### src/rtl/simon_pkg.sv
// Shared types and helpers for the Simon Says playback path.
//   colour_t      : 2-bit colour code (0..3), one per LED
//   MAX_SEGMENTS  : depth of the segment array feeding the player
//   play_state_t  : playback FSM states
//   colour_onehot : colour code -> one-hot LED drive
package simon_pkg;

  localparam int MAX_SEGMENTS = 33;

  typedef logic [1:0] colour_t;

  typedef enum logic [1:0] {
    IDLE,
    ON,
    GAP,
    DONE
  } play_state_t;

  function automatic logic [3:0] colour_onehot(input colour_t c);
    return 4'b0001 << c;
  endfunction

endpackage

### src/rtl/sequence_player_if.sv
// Bundle of the sequence player's data/handshake signals.
//   segment  : colour array from segments_array, entry 0 played first
//   seq_len  : number of entries to play (sampled on accepted start)
//   start    : single-cycle playback request
//   abort    : synchronous cancel of playback in progress
//   led      : one-hot colour drive, 4'b0000 = dark
//   play_idx : index of the entry being shown or gapped
//   busy     : high while a colour is lit or in its gap
//   done     : one-cycle pulse on normal completion
// master = game side (drives requests), slave = sequence_player.
interface sequence_player_if;

  logic [simon_pkg::MAX_SEGMENTS-1:0][1:0] segment;
  logic [5:0]                              seq_len;
  logic                                    start;
  logic                                    abort;
  logic [3:0]                              led;
  logic [5:0]                              play_idx;
  logic                                    busy;
  logic                                    done;

  modport master (
    output segment, seq_len, start, abort,
    input  led, play_idx, busy, done
  );

  modport slave (
    input  segment, seq_len, start, abort,
    output led, play_idx, busy, done
  );

endinterface

### src/rtl/play_timer.sv
// Loadable down-counter used for the lit and dark phases.
//   clk      : system clock, rising edge
//   reset    : asynchronous, active-high; clears the count
//   load     : load load_val this cycle (wins over counting)
//   load_val : value to load
//   zero     : high while the count is zero
// The count stops at zero instead of wrapping; the caller reloads it on
// every phase change.
module play_timer #(
  parameter int WIDTH = 8
) (
  input  logic             clk,
  input  logic             reset,
  input  logic             load,
  input  logic [WIDTH-1:0] load_val,
  output logic             zero
);

  logic [WIDTH-1:0] r_count;

  always_ff @(posedge clk or posedge reset) begin
    if (reset) begin
      r_count <= '0;
    end else if (load) begin
      r_count <= load_val;
    end else if (r_count != '0) begin
      r_count <= r_count - 1'b1;
    end
  end

  assign zero = (r_count == '0);

endmodule

### src/rtl/sequence_player.sv
// Plays the stored Simon Says colour sequence on the four LEDs: each entry
// is lit for ON_CYCLES, then dark for GAP_CYCLES. busy covers the lit and
// dark phases; done pulses for one cycle after the last gap.
//   clk   : system clock, rising edge
//   reset : asynchronous, active-high; clears all state
//   bus   : sequence_player_if.slave (segment/seq_len/start/abort in,
//           led/play_idx/busy/done out, all outputs registered)
module sequence_player
  import simon_pkg::*;
#(
  parameter int ON_CYCLES  = 25_000_000,
  parameter int GAP_CYCLES = 12_500_000,
  parameter int MAX_SEG    = MAX_SEGMENTS
) (
  input  logic              clk,
  input  logic              reset,
  sequence_player_if.slave  bus
);

  localparam int MAX_CYC = (ON_CYCLES > GAP_CYCLES) ? ON_CYCLES : GAP_CYCLES;
  // Keep at least one bit so ON_CYCLES = GAP_CYCLES = 1 still elaborates.
  localparam int T_W = (MAX_CYC > 1) ? $clog2(MAX_CYC) : 1;
  localparam logic [T_W-1:0] ON_LD  = T_W'(ON_CYCLES - 1);
  localparam logic [T_W-1:0] GAP_LD = T_W'(GAP_CYCLES - 1);

  play_state_t r_state, w_state_nxt;
  logic [5:0]  r_len, w_len_nxt;
  logic [5:0]  r_idx, w_idx_nxt;
  colour_t     r_colour, w_colour_nxt;
  logic [3:0]  r_led, w_led_nxt;
  logic        r_busy, w_busy_nxt;
  logic        r_done, w_done_nxt;
  logic        w_tmr_load;
  logic [T_W-1:0] w_tmr_val;
  logic        w_tmr_zero;
  logic [5:0]  w_len_clamped;

  assign w_len_clamped = (bus.seq_len > 6'(MAX_SEG)) ? 6'(MAX_SEG) : bus.seq_len;

  play_timer #(.WIDTH(T_W)) u_timer (
    .clk      (clk),
    .reset    (reset),
    .load     (w_tmr_load),
    .load_val (w_tmr_val),
    .zero     (w_tmr_zero)
  );

  // State, index, colour latch and registered outputs.
  always_ff @(posedge clk or posedge reset) begin
    if (reset) begin
      r_state  <= IDLE;
      r_len    <= '0;
      r_idx    <= '0;
      r_colour <= '0;
      r_led    <= '0;
      r_busy   <= 1'b0;
      r_done   <= 1'b0;
    end else begin
      r_state  <= w_state_nxt;
      r_len    <= w_len_nxt;
      r_idx    <= w_idx_nxt;
      r_colour <= w_colour_nxt;
      r_led    <= w_led_nxt;
      r_busy   <= w_busy_nxt;
      r_done   <= w_done_nxt;
    end
  end

  // Next-state logic. The colour is captured only when entering ON so the
  // lit LED ignores later segment changes. abort beats timer expiry.
  always_comb begin
    w_state_nxt  = r_state;
    w_len_nxt    = r_len;
    w_idx_nxt    = r_idx;
    w_colour_nxt = r_colour;
    w_tmr_load   = 1'b0;
    w_tmr_val    = ON_LD;
    unique case (r_state)
      IDLE: begin
        if (bus.start) begin
          w_len_nxt = w_len_clamped;
          w_idx_nxt = '0;
          if (w_len_clamped == '0) begin
            w_state_nxt = DONE;
          end else begin
            w_state_nxt  = ON;
            w_colour_nxt = bus.segment[0];
            w_tmr_load   = 1'b1;
            w_tmr_val    = ON_LD;
          end
        end
      end
      ON: begin
        if (bus.abort) begin
          w_state_nxt = IDLE;
          w_idx_nxt   = '0;
        end else if (w_tmr_zero) begin
          w_state_nxt = GAP;
          w_tmr_load  = 1'b1;
          w_tmr_val   = GAP_LD;
        end
      end
      GAP: begin
        if (bus.abort) begin
          w_state_nxt = IDLE;
          w_idx_nxt   = '0;
        end else if (w_tmr_zero) begin
          if (r_idx == r_len - 6'd1) begin
            w_state_nxt = DONE;
          end else begin
            w_state_nxt  = ON;
            w_idx_nxt    = r_idx + 6'd1;
            w_colour_nxt = bus.segment[r_idx + 6'd1];
            w_tmr_load   = 1'b1;
            w_tmr_val    = ON_LD;
          end
        end
      end
      DONE: begin
        w_state_nxt = IDLE;
      end
      default: begin
        w_state_nxt = IDLE;
      end
    endcase
  end

  // Output values for the coming cycle, derived from the next state so the
  // registered outputs line up with the state they describe.
  always_comb begin
    w_led_nxt  = (w_state_nxt == ON) ? colour_onehot(w_colour_nxt) : 4'b0000;
    w_busy_nxt = (w_state_nxt == ON) || (w_state_nxt == GAP);
    w_done_nxt = (w_state_nxt == DONE);
  end

  assign bus.led      = r_led;
  assign bus.busy     = r_busy;
  assign bus.done     = r_done;
  assign bus.play_idx = r_idx;

endmodule

### src/flat_wrapper.sv
// flat-port wrapper written by rule: the top's interface ports become plain ports
module sequence_player_flat import simon_pkg::*;
#(
  parameter int ON_CYCLES  = 25_000_000,
  parameter int GAP_CYCLES = 12_500_000,
  parameter int MAX_SEG    = MAX_SEGMENTS
)
  (clk, reset, bus_segment, bus_seq_len, bus_start, bus_abort, bus_led, bus_play_idx, bus_busy, bus_done);
  sequence_player_if bus_i ();
  input  logic clk;
  input  logic reset;
  input wire logic [$bits(bus_i.segment)-1:0] bus_segment;
  input wire logic [$bits(bus_i.seq_len)-1:0] bus_seq_len;
  input wire logic [$bits(bus_i.start)-1:0] bus_start;
  input wire logic [$bits(bus_i.abort)-1:0] bus_abort;
  output wire logic [$bits(bus_i.led)-1:0] bus_led;
  output wire logic [$bits(bus_i.play_idx)-1:0] bus_play_idx;
  output wire logic [$bits(bus_i.busy)-1:0] bus_busy;
  output wire logic [$bits(bus_i.done)-1:0] bus_done;
  assign bus_i.segment = bus_segment;
  assign bus_i.seq_len = bus_seq_len;
  assign bus_i.start = bus_start;
  assign bus_i.abort = bus_abort;
  assign bus_led = bus_i.led;
  assign bus_play_idx = bus_i.play_idx;
  assign bus_busy = bus_i.busy;
  assign bus_done = bus_i.done;
  sequence_player #(.ON_CYCLES(ON_CYCLES), .GAP_CYCLES(GAP_CYCLES), .MAX_SEG(MAX_SEG)) u_core (.clk(clk), .reset(reset), .bus(bus_i));
endmodule
### config.mk
export PLATFORM = sky130hd
export DESIGN_NAME = sequence_player_flat
export DESIGN_NICKNAME = d
export VERILOG_FILES = /design/src/rtl/simon_pkg.sv /design/src/rtl/sequence_player_if.sv /design/src/rtl/play_timer.sv /design/src/rtl/sequence_player.sv /design/src/flat_wrapper.sv
export SDC_FILE = /design/constraint.sdc
export NUM_CORES = 1
export LEC_CHECK = 0
export CAP_MARGIN = 20
export CORE_ASPECT_RATIO = 1.1
export CORE_MARGIN = 2
export CORE_UTILIZATION = 40
export DETAILED_ROUTE_END_ITERATION = 6
export MAX_ROUTING_LAYER = met4
export PLACE_DENSITY_LB_ADDON = 0.08
export SYNTH_ARGS = -nofsm -noshare
export SYNTH_HDL_FRONTEND = slang
export SYNTH_HIERARCHICAL = 1
export SYNTH_SLANG_ARGS = --single-unit
### constraint.sdc
create_clock -name clk -period 4.35 [get_ports clk]
set_clock_uncertainty 0.2 [all_clocks]
set_input_delay 0.87 -clock clk [delete_from_list [all_inputs] [get_ports clk]]
set_output_delay 0.87 -clock clk [all_outputs]
set_load 0.02 [all_outputs]
==> run_results.csv <==
group,metric,value,unit
run_status,outcome,"finished clean",
sta,max_freq,289,MHz
die,dieWidth,93.4,µm
synth,synthCells,369,
critical_path,cp-start-kind,"flop",
sta,grt_setup_unrepaired,"false",
critical_path,cp_max_fo,36,
route,antenna_left,0,
critical_path,cp-end-kind,"flop",
die,start_util,41.6,%
cts,clock_sinks,47,
route,first_iter_violations,161,
hold_path,hold_path_depth,2,
sta,slew_headroom,34.9,%
critical_path,cp.arrival,3.48,ns
synth,ys_warn_count,6,
route,dr.pass1.iters,4,
sta,final_max_slew_viol_count,0,
final_layout,multi_input_area,2220,µm²
global_routing,met3_usage,3.98,%
cts,cts_hold_repair.buffers,0,
global_routing,busiest_layer,"met2",
global_routing,first_global_vias,3181,
route,vias_per_cell,5.65,
die,rows,35,
synth,synth_ff_type,"dfrtp_1",
sta,setup_viol,0,
cts,cts_tree,"built",
power,fin_total_pwr,1.34,mW
sta,hold_violations,0,
die,die_area,9570,µm²
power,leakagePower,1.79,nW
global_routing,grtUsageMet1,23.2,%
global_routing,grt_pass1_wl,15.7,mm
sta,tightest_slew,0.975,ns
route,num_vias,3269,
cts,cts.reportedPaths.clkPinSlew,0.10,ns
global_routing,use_met2,38.8,%
final_layout,seq_area,1180,µm²
sta,fin_crit_sh,79.7,%
synth,yosysSeqAreaShare,33.4,%
final_layout,n_antenna_cell,0,
synth,avgSynthCellArea,9.54,µm²
synth,async_flop_share,100,%
global_routing,overflow,0,
global_routing,grt_antenna_before_repair,0,
synth,yosysUniqueCellTypes,61,
die,dieHeight,102,µm
sta,holdWs,0.324,ns
cts,clk_path_buf_depth,2,
global_routing,track_usage,21.2,%
cts,clock_latency,0.30,ns
final_layout,fill_cells,754,
sta,min_period,3.47,ns
route,drc,0,
global_routing,grt_max_degree,37,
final_layout,nNetsFinal,549,
route,drt-total-wl,9.71,mm
final_layout,area_growth,32.2,%
power,peakVddDrop,0.260,mV
final_layout,postLayoutCellArea,4650,µm²
critical_path,cp.required,4.36,ns
final_layout,drive_above_1_share,8.12,%
cts,cts_inserted_buffers,5,
synth,synth-edff-count,0,
hold_path,hold_class,"flop to flop",
cts,cts.repair.resized,0,
critical_path,r2r_cells,11,
cts,cts_setup_buffers,0,
synth,synth_seq_cells,47,
critical_path,worstSetupPathType,"flop to flop",
cts,clockRootBuffer,"clkbuf_8",
route,detail_route.wl_per_cell,16.8,µm
flow_run,drv_cap,0,
power,power_density,288,nW/µm²
die,pin_count,88,
die,core,8450,µm²
place,dpl-instance-area,4540,µm²
cts,htreeDepth,2,
place,gp_congestion,0.814,
sta,final.setup.tns,0,ns
place,port_buffers,87,
place,place_hpwl,7.46,mm
synth,syn_area,3520,µm²
## per-stage QoR
stage / util [%] / setup WS, ns / std cells
after floorplan: - / 0.763 / 383
after global placement: 53.7 / 0.780 / 570
after detailed placement: 53.7 / 0.737 / 570
after CTS: 54.7 / 0.932 / 578
after global routing: 55.1 / 0.577 / 579
final: 55.1 / 0.884 / 579
## cells by family after synthesis
| logic type | share of synthesized area, % |
|---|---|
| other | 0.213 |
| multiplexers | 11.9 |
| flip-flops | 33.4 |
| AND/OR/NAND/NOR | 22.2 |
| adder cells (fa/ha/maj) | 2.13 |
| buffers and inverters | 4.91 |
| XOR/XNOR | 6.40 |
| AO/OA/AOI/OAI | 18.8 |
## state kept, by name, indices dropped and copies added (netlist names)
register                count
u_core/bus.busy             1
u_core/bus.done             1
u_core/bus.led              4
u_core/bus.play_idx         6
u_core/r_colour             2
u_core/r_len                6
u_core/r_state              2
u_core/u_timer/r_count     25
## cells in the final DEF, fill, tap and decap left out, drive strengths merged, types with 6 or more instances in the layout
cell and n:
a211oi 10, clkdlybuf4s50 87, mux4 16, ha 6, buf 7, nor3 18, or4 6, nor4 9
inv 23, clkbuf 6, nand2b 9, nand2 32, conb 16, xor2 6, nor2 14, xnor2 18
nand3 17, o21ai 26, a21oi 10, nand4 7, dfrtp 47, o31ai 14
## report_power, final
part / switching (mW) / leakage, nW / internal (mW)
Combinational: 0.220 / 1.17 / 0.237
Clock: 0.151 / 0.0412 / 0.113
Sequential: 0.101 / 0.579 / 0.519
Total: 0.472 / 1.79 / 0.868
## critical path, stage by stage (launching register included)
cell and delay (ns):
dfrtp_1 0.42, nor3_1 0.44, nand4_1 0.13, buf_4 0.24, nor4_1 0.33, buf_4 0.19
nor2b_1 0.19, nand3_1 0.28, o211ai_1 0.22, buf_4 0.40, nor3_4 0.12, a211oi_1 0.22
## metal layers
metal  routed length, µm  share of wire, %  vias up
met3                 667               6.9        8
met5                   0                 0        -
met1                3850                40     1571
met4                 117               1.2        0
li1                    -                 -     1580
met2                5080                52      110
## path summary, 6_finish.rpt
kind	startpoint	end	slack, ns
max in group asynchronous	reset	u_core/r_len[2]$_DFFE_PP0P_	2.52
worst max register to register	u_core/u_timer/r_count[16]$_DFFE_PP0P_	u_core/u_timer/r_count[24]$_DFFE_PP0P_	0.88
worst max-delay path	u_core/u_timer/r_count[16]$_DFFE_PP0P_	u_core/u_timer/r_count[24]$_DFFE_PP0P_	0.88
worst min register to register	u_core/r_len[5]$_DFFE_PP0P_	u_core/r_len[5]$_DFFE_PP0P_	0.32
worst min-delay path	u_core/r_len[5]$_DFFE_PP0P_	u_core/r_len[5]$_DFFE_PP0P_	0.32
min in group asynchronous	reset	u_core/u_timer/r_count[20]$_DFFE_PP0P_	0.61
## synth_stat cells, drive strengths merged (2+ instances only)
library cell,count,area [µm²]
dfrtp,47,1180
nand2,32,120
o21ai,26,141
inv,23,86.3
nor3,18,101
xnor2,18,165
nand3,17,85.1
mux4,16,379
nor2,14,52.6
o31ai,14,110
a211oi,10,85.1
a21oi,10,50.1
clkbuf,9,33.8
nand2b,9,56.3
nor4,9,62.6
buf,8,52.6
nand4,7,43.8
ha,6,75.1
or4,6,45.0
xor2,6,60.1
and3,5,31.3
or3,5,31.3
a21o,4,30.0
a31oi,4,25.0
mux2i,4,40.0
a221oi,3,50.1
a2bb2oi,3,26.3
nand3b,3,22.5
nor3b,3,22.5
o31a,3,26.3
a2111oi,2,30.0
a41oi,2,17.5
and3b,2,17.5
and4b,2,20.0
conb,2,7.51
nor2b,2,12.5
nor4b,2,17.5
o41ai,2,17.5
## layout make-up
cell class	count	share of cell area [%]
Tap cell	111	2.98
Clock buffer	6	1.56
Timing Repair Buffer	94	20.3
Inverter	23	1.86
Multi-Input combinational cell	296	47.8
Sequential cell	47	25.3
Clock inverter	2	0.269
Note: power is estimated with default switching activity, not from simulation.
